--- config.mk ---
export PLATFORM = sky130hd
export DESIGN_NAME = debug_tx_dumper
export DESIGN_NICKNAME = d
export VERILOG_FILES = /design/src/rtl/debug_pkg.sv /design/src/rtl/debug_tx_dumper_word_byte_serializer.sv /design/src/rtl/debug_tx_dumper.sv
export SDC_FILE = /design/constraint.sdc
export NUM_CORES = 1
export LEC_CHECK = 0
export ABC_AREA = 1
export BUFFER_PORTS_ARGS = -buffer_cell sky130_fd_sc_hd__buf_4
export CAP_MARGIN = 10
export CORE_UTILIZATION = 35
export CTS_CLUSTER_DIAMETER = 200
export DETAILED_ROUTE_END_ITERATION = 16
export GPL_TIMING_DRIVEN = 0
export PLACE_DENSITY_LB_ADDON = 0.05
export RECOVER_POWER = 25
export SETUP_SLACK_MARGIN = 0.1
export SYNTH_ARGS = -nofsm -noshare
export SYNTH_HDL_FRONTEND = slang
export SYNTH_SLANG_ARGS = --single-unit
--- constraint.sdc ---
create_clock -name clock -period 4.2 [get_ports clock]
set_input_delay 1.26 -clock clock [delete_from_list [all_inputs] [get_ports clock]]
set_output_delay 1.26 -clock clock [all_outputs]
set_load 0.05 [all_outputs]
--- src/rtl/debug_pkg.sv ---
// Shared encodings for the debug dump/load path: FSM states, frame sections
// and frame geometry helpers.
package debug_pkg;

    localparam logic [2:0] ST_IDLE  = 3'd0;
    localparam logic [2:0] ST_FETCH = 3'd1;
    localparam logic [2:0] ST_LOAD  = 3'd2;
    localparam logic [2:0] ST_SEND  = 3'd3;
    localparam logic [2:0] ST_WAIT  = 3'd4;
    localparam logic [2:0] ST_DONE  = 3'd5;

    localparam logic [1:0] SEC_PC     = 2'd0;
    localparam logic [1:0] SEC_CYCLES = 2'd1;
    localparam logic [1:0] SEC_REG    = 2'd2;
    localparam logic [1:0] SEC_MEM    = 2'd3;

    localparam int unsigned BYTES_PER_WORD = 4;

    function automatic int unsigned frame_bytes(input int unsigned n_regs,
                                                input int unsigned n_mem);
        return BYTES_PER_WORD * (2 + n_regs + n_mem);
    endfunction

    // Word index width must cover the larger of the two dumped sections.
    function automatic int unsigned idx_width(input int unsigned n_regs,
                                              input int unsigned n_mem);
        int unsigned n_max;
        n_max = (n_regs > n_mem) ? n_regs : n_mem;
        return (n_max > 1) ? $clog2(n_max) : 1;
    endfunction

    localparam int unsigned FRAME_BYTES = frame_bytes(32, 32);

endpackage

--- src/rtl/debug_tx_dumper_word_byte_serializer.sv ---
// Splits one loaded word into BYTES_PER_WORD bytes, LSB first, advancing on
// each acknowledged byte and flagging the acknowledgement of the last one.
module word_byte_serializer
    import debug_pkg::*;
#(
    parameter int unsigned NB_DATA = 32,
    parameter int unsigned NB_BYTE = 8
) (
    input  logic               clock,
    input  logic               reset,
    input  logic               load,
    input  logic [NB_DATA-1:0] word_in,
    input  logic               send,
    input  logic               ack,
    output logic [NB_BYTE-1:0] tx_data,
    output logic               tx_start,
    output logic               word_done
);

    localparam int unsigned NB_CNT = $clog2(BYTES_PER_WORD);
    localparam logic [NB_CNT-1:0] LAST_BYTE = NB_CNT'(BYTES_PER_WORD - 1);

    logic [NB_DATA-1:0] shift;
    logic [NB_CNT-1:0]  byte_cnt;

    // The last byte is not shifted out, so tx_data stays put until the next load.
    always_ff @(posedge clock) begin
        if (reset) begin
            shift    <= '0;
            byte_cnt <= '0;
        end else if (load) begin
            shift    <= word_in;
            byte_cnt <= '0;
        end else if (ack && (byte_cnt != LAST_BYTE)) begin
            shift    <= shift >> NB_BYTE;
            byte_cnt <= byte_cnt + 1'b1;
        end
    end

    assign tx_data   = shift[NB_BYTE-1:0];
    assign tx_start  = send;
    assign word_done = ack && (byte_cnt == LAST_BYTE);

endmodule

--- src/rtl/debug_tx_dumper.sv ---
// Serializes PC, cycle count, register file and data memory into a byte
// stream for the UART TX path after a halt or single step.
module debug_tx_dumper
    import debug_pkg::*;
#(
    parameter int unsigned NB_DATA     = 32,
    parameter int unsigned NB_BYTE     = 8,
    parameter int unsigned N_REGS      = 32,
    parameter int unsigned NB_REG_ADDR = 5,
    parameter int unsigned N_MEM_WORDS = 32,
    parameter int unsigned NB_MEM_ADDR = 7
) (
    input  logic                   clock,
    input  logic                   reset,
    input  logic                   start,
    input  logic [NB_DATA-1:0]     pc,
    input  logic [NB_DATA-1:0]     cycle_count,
    output logic [NB_REG_ADDR-1:0] reg_rd_addr,
    input  logic [NB_DATA-1:0]     reg_rd_data,
    output logic [NB_MEM_ADDR-1:0] mem_rd_addr,
    input  logic [NB_DATA-1:0]     mem_rd_data,
    output logic [NB_BYTE-1:0]     tx_data,
    output logic                   tx_start,
    input  logic                   tx_done_tick,
    output logic                   busy,
    output logic                   finish_send
);

    localparam int unsigned NB_IDX = idx_width(N_REGS, N_MEM_WORDS);
    localparam logic [NB_IDX-1:0] LAST_REG = NB_IDX'(N_REGS - 1);
    localparam logic [NB_IDX-1:0] LAST_MEM = NB_IDX'(N_MEM_WORDS - 1);

    logic [2:0]         state;
    logic [1:0]         section;
    logic [NB_IDX-1:0]  word_idx;
    logic [NB_DATA-1:0] pc_snap;
    logic [NB_DATA-1:0] cycle_snap;
    logic [NB_DATA-1:0] word_in;
    logic               ack;
    logic               word_done;

    assign ack = (state == ST_WAIT) && tx_done_tick;

    always_comb begin
        word_in = '0;
        case (section)
            SEC_PC:     word_in = pc_snap;
            SEC_CYCLES: word_in = cycle_snap;
            SEC_REG:    word_in = reg_rd_data;
            default:    word_in = mem_rd_data;
        endcase
    end

    // Address is held for the whole word so the one-cycle read latency lines up with LOAD.
    assign reg_rd_addr = (section == SEC_REG) ? NB_REG_ADDR'(word_idx) : '0;
    assign mem_rd_addr = (section == SEC_MEM) ? NB_MEM_ADDR'(word_idx) : '0;
    assign finish_send = (state == ST_DONE);

    always_ff @(posedge clock) begin
        if (reset) begin
            state      <= ST_IDLE;
            section    <= SEC_PC;
            word_idx   <= '0;
            pc_snap    <= '0;
            cycle_snap <= '0;
            busy       <= 1'b0;
        end else begin
            case (state)
                ST_IDLE: begin
                    if (start) begin
                        pc_snap    <= pc;
                        cycle_snap <= cycle_count;
                        busy       <= 1'b1;
                        section    <= SEC_PC;
                        word_idx   <= '0;
                        state      <= ST_FETCH;
                    end
                end
                ST_FETCH: state <= ST_LOAD;
                ST_LOAD:  state <= ST_SEND;
                ST_SEND:  state <= ST_WAIT;
                ST_WAIT: begin
                    if (ack && !word_done) begin
                        state <= ST_SEND;
                    end else if (word_done) begin
                        state <= ST_FETCH;
                        case (section)
                            SEC_PC: section <= SEC_CYCLES;
                            SEC_CYCLES: begin
                                section  <= SEC_REG;
                                word_idx <= '0;
                            end
                            SEC_REG: begin
                                if (word_idx == LAST_REG) begin
                                    section  <= SEC_MEM;
                                    word_idx <= '0;
                                end else begin
                                    word_idx <= word_idx + 1'b1;
                                end
                            end
                            default: begin
                                if (word_idx == LAST_MEM) begin
                                    state <= ST_DONE;
                                end else begin
                                    word_idx <= word_idx + 1'b1;
                                end
                            end
                        endcase
                    end
                end
                ST_DONE: begin
                    busy  <= 1'b0;
                    state <= ST_IDLE;
                end
                default: begin
                    busy  <= 1'b0;
                    state <= ST_IDLE;
                end
            endcase
        end
    end

    word_byte_serializer #(
        .NB_DATA (NB_DATA),
        .NB_BYTE (NB_BYTE)
    ) u_serializer (
        .clock     (clock),
        .reset     (reset),
        .load      (state == ST_LOAD),
        .word_in   (word_in),
        .send      (state == ST_SEND),
        .ack       (ack),
        .tx_data   (tx_data),
        .tx_start  (tx_start),
        .word_done (word_done)
    );

endmodule

==> run_results.csv, run 1 <==
group,metric,value,unit
min_path,hold-path-cell-count,2,
outcome,outcome,"finished, final reports clean",
finish,fillers,1661,
grt,grtUsageTotal,22.4,%
sta,fin_crit_sh,79.3,%
critical_path,r2r-end,"cycle_snap[6]",
clocking,cts_tree,"done",
sta,relSlewSlack,46.8,%
drt,drc,0,
logic_synthesis,synthesis.area,5480,µm²
placement,io_buffers,151,
critical_path,crit_slowest_cell,"buf_1",
grt,antenna_found_initial,0,
finish,diodes,0,
grt,grt_pass1_vias,5399,
sta,fin_setup_tns,0,ns
critical_path,start_kind,"flip-flop",
clocking,clock_sinks,109,
logic_synthesis,synth_cells,848,
critical_path,path_delay_family,"buffers and inverters",
clocking,cts_root_buf,"clkbuf_16",
clocking,insertion_delay,0.36,ns
finish,final_common_cell,"nand2_1",
finish,finalNetCount,1152,
critical_path,crit_buf_inv,4,
clocking,cts_resized,0,
floorplan,fp.dieH,127,µm
sta,tightest_slew,0.799,ns
critical_path,rrSetupSlack,1.62,ns
clocking,cts_buffer_depth,2,
logic_synthesis,ys_seq_elements,109,
critical_path,cp_slowest_stage_delay,0.46,ns
floorplan,fp.coreArea,15300,µm²
grt,grt_max_degree,18,
drt,drt-vias-per-instance,4.69,
floorplan,die_w,127,µm
sta,finalCriticalPeriod,3.33,ns
critical_path,criticalPathCategory,"flip-flop to output pin",
clocking,postCtsSetupBuffers,0,
floorplan,initial_utilization,35.9,%
finish,multi_input_area,2800,µm²
sta,holdWs,0.455,ns
clocking,path_clk_slew,0.07,ns
finish,final_core_util,46.8,%
sta,rsz0062_at_grt,"false",
sta,setup_viol,0,
drt,wirelength,17.6,mm
floorplan,io_pins,155,
sta,hold_viol_final,0,
min_path,holdPathEnd,"cycle_snap[28]",
grt,grt_pass1_wl,27.7,mm
logic_synthesis,ys_types,29,
critical_path,endpoint_kind,"output pin",
logic_synthesis,synth_warnings,0,
floorplan,rows,45,
critical_path,crit_arrival,2.07,ns
logic_synthesis,syn_area_per_cell,6.46,µm²
critical_path,crit_required,2.94,ns
logic_synthesis,synth_top_area_share,39.8,%
logic_synthesis,yosys.area.top_type,"dfxtp_1",
drt,wire_per_inst,14.4,µm
sta,fmax,300,MHz
drt,antenna_left,0,
floorplan,die_area,16200,µm²
power,irDropWorstVdd,0.233,mV
placement,routabilityCongestion,0.782,
clocking,holdBufCountCts,0,
placement,hpwl,13.4,mm
clocking,htree_levels,3,
finish,final_cell_mix,"nand2_1, buf_4, nor2_1",
critical_path,cp_max_fo,10,
power,power_density,387,nW/µm²
finish,area_delta_synth_final,30.4,%
sta,final_max_slew_viol_count,0,
min_path,min_from,"cycle_snap[28]",
grt,overflow,0,
finish,regArea,2180,µm²
power,power_leakage,3.38,nW
logic_synthesis,yosysSeqAreaShare,39.8,%
job,maxCapViolCount,0,
finish,drive_above_1_share,19.9,%
clocking,cts_inserted_buffers,9,
drt,firstDrtPassIters,5,
drt,dr_total_vias,5758,
min_path,hold_path.class,"flip-flop to flip-flop",
critical_path,regToRegStartpoint,"state[1]",
sta,finClkSkew,0.00761,ns
logic_synthesis,yosys-top-cells-area,"dfxtp_1, nand2_1, a21oi_1",
drt,dr.first_iter.drc_count,302,
critical_path,crit_start,"section[0]",
critical_path,crit_chain,"ha_1 -> buf_2 -> buf_1 -> nand2_1 -> inv_1 -> buf_4",
critical_path,r2r.worst_path.cells,7,
[worst max-delay path by stage]
stage                endpoint  slack [ns]  cells past startpoint
2_1_floorplan     finish_send        1.32                      2
3_3_place_gp   mem_rd_addr[4]        1.19                      6
3_5_place_dp   mem_rd_addr[4]        1.21                      6
4_1_cts        mem_rd_addr[4]        0.81                      6
5_1_grt        mem_rd_addr[4]        0.69                      6
6_report       mem_rd_addr[4]        0.87                      6
[flip-flops by register name (all words and copies together), names as in the netlist]
register,cells
word_idx,5
busy,1
state,3
u_serializer.shift,32
u_serializer.byte_cnt,2
pc_snap,32
cycle_snap,32
section,2
[routing by layer]
| metal | global-route usage, % | vias up | wire (µm) |
|---|---|---|---|
| li1 | - | 3007 | - |
| met1 | 30.5 | 2601 | 8460 |
| met2 | 37.2 | 139 | 8220 |
| met3 | 4.23 | 11 | 805 |
| met4 | 4.20 | 0 | 158 |
| met5 | 0 | - | 0 |
[cells by family (layout without fill, tap and decap cells)]
logic type,after synthesis,after routing,share of synthesized area [%]
compound gates,156,156,14.8
fa+ha+maj,9,9,2.05
buf+inv,104,271,9.02
flops,109,109,39.8
simple gates,469,469,34.3
other cells,1,2,0.0684
[Yosys cell counts (all sizes together)]
cell type / number
o221ai: 1
nor3: 4
dfxtp: 109
inv: 39
o31ai: 1
ha: 9
o211ai: 8
buf: 36
nand3b: 2
o21ai: 36
clkbuf: 28
nand3: 43
nand2: 291
o2111ai: 1
clkinv: 1
conb: 1
nor2: 129
a21oi: 109
[stage by stage]
step                      setup slack, ns  cells  cell area (µm²)  power [mW]
after floorplan                      1.32    849             5490        1.70
after global placement               1.19   1211             6880        1.98
after detailed placement             1.21   1211             6880        1.99
after CTS                           0.807   1227             7160        2.81
after global routing                0.691   1227             7150        2.94
final                               0.870   1227             7150        2.77
[area by class of cell]
| cell class | instances | share of cell area (%) |
|---|---|---|
| buffer | 64 | 4.71 |
| clock buffer | 11 | 3.40 |
| clock inverter | 5 | 0.508 |
| inverter | 40 | 2.10 |
| multi-input combinational | 636 | 39.2 |
| sequential | 109 | 30.5 |
| tap | 211 | 3.69 |
| timing repair buffer | 151 | 15.8 |
[tightest hold or removal path: stages, from the launching register on]
cell and delay (ns):
dfxtp_1 0.30, inv_1 0.06, a21oi_1 0.05
[power breakdown]
part	switching (mW)	internal, mW
logic	0.464	0.289
clock network	0.393	0.419
registers	0.0609	1.14
total	0.918	1.85
Note: power is estimated with default switching activity, not from simulation.
==> run 2: changes to the inputs <==
Clock period 4.2 ns to 2.9 ns, I/O delays scaled along.
==> run_results.csv, run 2 (synthesis gave the netlist of run 1 again) <==
group,metric,value,unit
critical_path,cp_max_fo,19,
finish,finalNetCount,1150,
finish,final_cell_mix,"nand2_1, buf_4, nor2_1",
critical_path,crit_chain,"ha_1 -> buf_2 -> nand2_1 -> inv_1 -> buf_4",
finish,regArea,2180,µm²
finish,multi_input_area,2800,µm²
drt,antenna_left,0,
clocking,path_clk_slew,0.07,ns
drt,wirelength,17.6,mm
clocking,postCtsSetupBuffers,0,
placement,dpl-instance-area,6880,µm²
power,p_sw_share,33.2,%
drt,drc,0,
power,irDropWorstVdd,0.340,mV
sta,fmax,382,MHz
clocking,cts_tree,"done",
job,maxCapViolCount,0,
clocking,clock_sinks,109,
finish,final_common_cell,"nand2_1",
critical_path,criticalPathCategory,"flip-flop to output pin",
power,p_seq_share,43.5,%
floorplan,fp.coreArea,15300,µm²
clocking,cts_root_buf,"clkbuf_16",
power,p_clk_share,29.4,%
critical_path,crit_required,2.03,ns
finish,area_delta_synth_final,30.0,%
sta,relSlewSlack,46.5,%
placement,dp_slack,0.299,ns
drt,dr_total_vias,5770,
placement,hpwl,13.4,mm
grt,antenna_found_initial,0,
floorplan,initial_utilization,35.9,%
sta,finClkSkew,0.00750,ns
critical_path,crit_arrival,1.75,ns
grt,grt_pass1_wl,27.7,mm
floorplan,io_pins,155,
clocking,holdBufCountCts,0,
critical_path,start_kind,"flip-flop",
grt,grt_use_met1,30.4,%
finish,final_core_util,46.7,%
grt,overflow,0,
floorplan,rows,45,
grt,grt_pass1_vias,5386,
critical_path,path_delay_family,"buffers and inverters",
drt,dr.first_iter.drc_count,324,
sta,setup_viol,0,
sta,final_max_slew_viol_count,0,
finish,diodes,0,
sta,tightest_slew,0.802,ns
clocking,insertion_delay,0.36,ns
sta,hold_viol_final,0,
power,internal_power,2.67,mW
critical_path,cp_slowest_stage_delay,0.41,ns
drt,wire_per_inst,14.4,µm
power,power_leakage,3.37,nW
sta,fin_crit_sh,90.4,%
floorplan,die_area,16200,µm²
sta,fin_setup_tns,0,ns
floorplan,fp.dieH,127,µm
finish,final_cells,1225,
critical_path,endpoint_kind,"output pin",
clocking,cts_resized,0,
placement,routabilityCongestion,0.782,
sta,rsz0062_at_grt,"false",
placement,placed_cells,1211,
clocking,cts_buffer_depth,2,
power,power_density,562,nW/µm²
drt,drt-vias-per-instance,4.71,
power,power_frac_comb,27.0,%
sta,fin_ws,0.279,ns
grt,grtUsageTotal,22.4,%
sta,finalCriticalPeriod,2.62,ns
finish,top_regs,"cycle_snap (32), pc_snap (32), u_serializer.shift (32)",
min_path,hold-path-cell-count,2,
finish,drive_above_1_share,19.7,%
placement,io_buffers,151,
grt,grt.met3_usage,4.23,%
critical_path,rrSetupSlack,0.32,ns
min_path,hold_path.class,"flip-flop to flip-flop",
critical_path,crit_buf_inv,3,
clocking,cts_inserted_buffers,9,
clocking,htree_levels,3,
grt,grt_max_degree,20,
outcome,outcome,"finished, final reports clean",
critical_path,crit_cells,5,
power,switchingPower,1.33,mW
floorplan,die_w,127,µm
critical_path,crit_slowest_cell,"dfxtp_1",
critical_path,r2r.worst_path.cells,7,
grt,gr-usage-met2,37.3,%
finish,stdcell_area,7130,µm²
finish,fillers,1660,
drt,firstDrtPassIters,5,
grt,busiest_layer,"met2",
run 2: cell types whose count changed in the layout (fill, tap and decap cells not counted), sizes merged:
cell | before | now
buf | 182 | 178
clkbuf | 44 | 46
run 2: cell type report:
class	count	share of cell area (%)
Multi-Input combinational cell	636	39.3
Tap cell	211	3.70
Buffer	62	4.46
Clock inverter	5	0.509
Clock buffer	11	3.41
Inverter	40	2.11
Sequential cell	109	30.6
Timing Repair Buffer	151	15.9
run 2: power groups by stage:
stage	registers [mW]	logic, mW	clock network [mW]
global route	1.76	1.21	1.28
CTS	1.74	1.10	1.22
detailed placement	1.78	1.10	0
floorplan	1.76	0.708	0
finish	1.74	1.08	1.18
global placement	1.78	1.10	0
run 2: per-layer routing:
| layer | part of all wire, % | vias up |
|---|---|---|
| li1 | - | 3009 |
| met1 | 48 | 2604 |
| met2 | 46 | 144 |
| met3 | 5.0 | 13 |
| met4 | 0.94 | 0 |
| met5 | 0 | - |
run 2: per-stage QoR:
step | total power, mW | hold WS [ns]
after floorplan | 2.47 | 0.427
after global placement | 2.87 | 0.441
after detailed placement | 2.88 | 0.447
after CTS | 4.07 | 0.457
after global routing | 4.25 | 0.475
final | 4.00 | 0.454
run 2: worst min-delay path, cell delays in order (launching register included):
cell and delay, ns:
dfxtp_1 0.30, inv_1 0.06, a21oi_1 0.05
run 2: final timing paths:
path	start	endpoint
min	cycle_snap[28]	cycle_snap[28]
max	section[0]	mem_rd_addr[4]
min reg2reg	cycle_snap[28]	cycle_snap[28]
max reg2reg	state[1]	cycle_snap[6]
==> run 3: changes to the inputs <==
Settings changed: CTS_BUF_LIST from default to sky130_fd_sc_hd__clkbuf_16.
==> run_results.csv, run 3 (synthesis gave the netlist of run 1 again) <==
group,metric,value,unit
outcome,outcome,"finished, final reports clean",
drt,firstDrtPassIters,5,
finish,drive_above_1_share,19.6,%
grt,grt_pass1_vias,5379,
critical_path,crit_buf_inv,3,
clocking,htree_levels,3,
floorplan,die_w,127,µm
drt,wirelength,17.6,mm
critical_path,cp_slowest_stage_delay,0.41,ns
placement,hpwl,13.4,mm
critical_path,crit_slowest_cell,"dfxtp_1",
grt,antenna_found_initial,0,
min_path,holdPathEnd,"cycle_snap[28]",
drt,antenna_left,0,
clocking,cts_inserted_buffers,9,
power,power_density,558,nW/µm²
sta,final_max_slew_viol_count,0,
clocking,cts_root_buf,"clkbuf_16",
sta,rsz0062_at_grt,"false",
clocking,insertion_delay,0.36,ns
drt,wire_per_inst,14.4,µm
floorplan,rows,45,
drt,drc,0,
critical_path,crit_arrival,1.75,ns
min_path,hold_path.class,"flip-flop to flip-flop",
finish,area_delta_synth_final,29.8,%
clocking,cts_tree,"done",
floorplan,io_pins,155,
critical_path,crit_required,2.03,ns
critical_path,crit_chain,"ha_1 -> buf_2 -> nand2_1 -> inv_1 -> buf_4",
sta,fin_setup_tns,0,ns
floorplan,die_area,16200,µm²
drt,dr.first_iter.drc_count,334,
critical_path,cp_max_fo,19,
sta,tightest_slew,0.826,ns
critical_path,regToRegStartpoint,"state[1]",
critical_path,r2r.worst_path.cells,7,
finish,final_core_util,46.6,%
sta,finClkSkew,0.00785,ns
clocking,clock_sinks,109,
min_path,hold-path-cell-count,2,
clocking,cts_resized,0,
critical_path,start_kind,"flip-flop",
sta,relSlewSlack,45.0,%
placement,dpl-instance-area,6880,µm²
sta,fin_crit_sh,90.4,%
job,maxCapViolCount,0,
finish,finalNetCount,1150,
clocking,cts_buffer_depth,2,
floorplan,fp.coreArea,15300,µm²
finish,top_regs,"cycle_snap (32), pc_snap (32), u_serializer.shift (32)",
placement,io_buffers,151,
critical_path,endpoint_kind,"output pin",
floorplan,fp.dieH,127,µm
critical_path,criticalPathCategory,"flip-flop to output pin",
grt,grt_pass1_wl,27.7,mm
finish,stdcell_area,7120,µm²
clocking,path_clk_slew,0.07,ns
finish,final_cell_mix,"nand2_1, buf_4, nor2_1",
critical_path,rrSetupSlack,0.30,ns
drt,drt-vias-per-instance,4.69,
sta,hold_viol_final,0,
sta,setup_viol,0,
grt,overflow,0,
finish,final_common_cell,"nand2_1",
sta,finalCriticalPeriod,2.62,ns
sta,fmax,381,MHz
critical_path,path_delay_family,"buffers and inverters",
placement,routabilityCongestion,0.782,
floorplan,initial_utilization,35.9,%
min_path,min_from,"cycle_snap[28]",
finish,diodes,0,
clocking,holdBufCountCts,0,
critical_path,r2r-end,"cycle_snap[6]",
drt,dr_total_vias,5744,
power,irDropWorstVdd,0.334,mV
grt,grt_max_degree,20,
power,power_leakage,3.37,nW
power,power,3.97,mW
grt,grtUsageTotal,22.4,%
run 3: what timing repair did:
action | 4_1_cts | 5_1_grt
setup endpoints to repair | 10 | 0
buffers inserted | 0 | 0
hold endpoints to repair | 0 | 0
run 3: worst max path at each step:
stage	from	endpoint	cells after the start
finish	section[0]	mem_rd_addr[4]	5
global placement	section[0]	mem_rd_addr[4]	6
detailed placement	section[0]	mem_rd_addr[4]	6
CTS	section[0]	mem_rd_addr[4]	5
global route	state[1]	cycle_snap[6]	7
floorplan	state[2]	finish_send	2
run 3: layer usage:
metal	vias up	wire, µm	track usage [%]	share of wire (%)
met3	11	800	4.19	4.5
li1	3010	-	-	-
met5	-	0	0	0
met1	2593	8410	30.4	48
met2	130	8260	37.3	47
met4	0	157	4.13	0.89
run 3: through the flow:
step,worst slack (ns),hold WS (ns),std cells
finish,0.278,0.454,1225
global route,0.0897,0.475,1225
CTS,0.245,0.457,1225
detailed placement,0.299,0.447,1211
global placement,0.277,0.441,1211
floorplan,0.412,0.427,849
run 3: final cells by class:
class,instances,area [µm²]
Clock buffer,9,225
Multi-Input combinational cell,636,2800
Fill cell,1660,8140
Clock inverter,7,43.8
Tap cell,211,264
Buffer,62,318
Timing Repair Buffer,151,1130
Sequential cell,109,2180
Inverter,40,150
run 3: worst min-delay path: stages, from the launching register on:
cell and delay, ns:
dfxtp_1 0.30, inv_1 0.06, a21oi_1 0.05
run 3: where the power goes:
| part | internal (mW) | leakage [nW] | switching, mW |
|---|---|---|---|
| clock | 0.577 | 0.126 | 0.570 |
| sequential | 1.66 | 0.892 | 0.0881 |
| combinational | 0.412 | 2.35 | 0.672 |
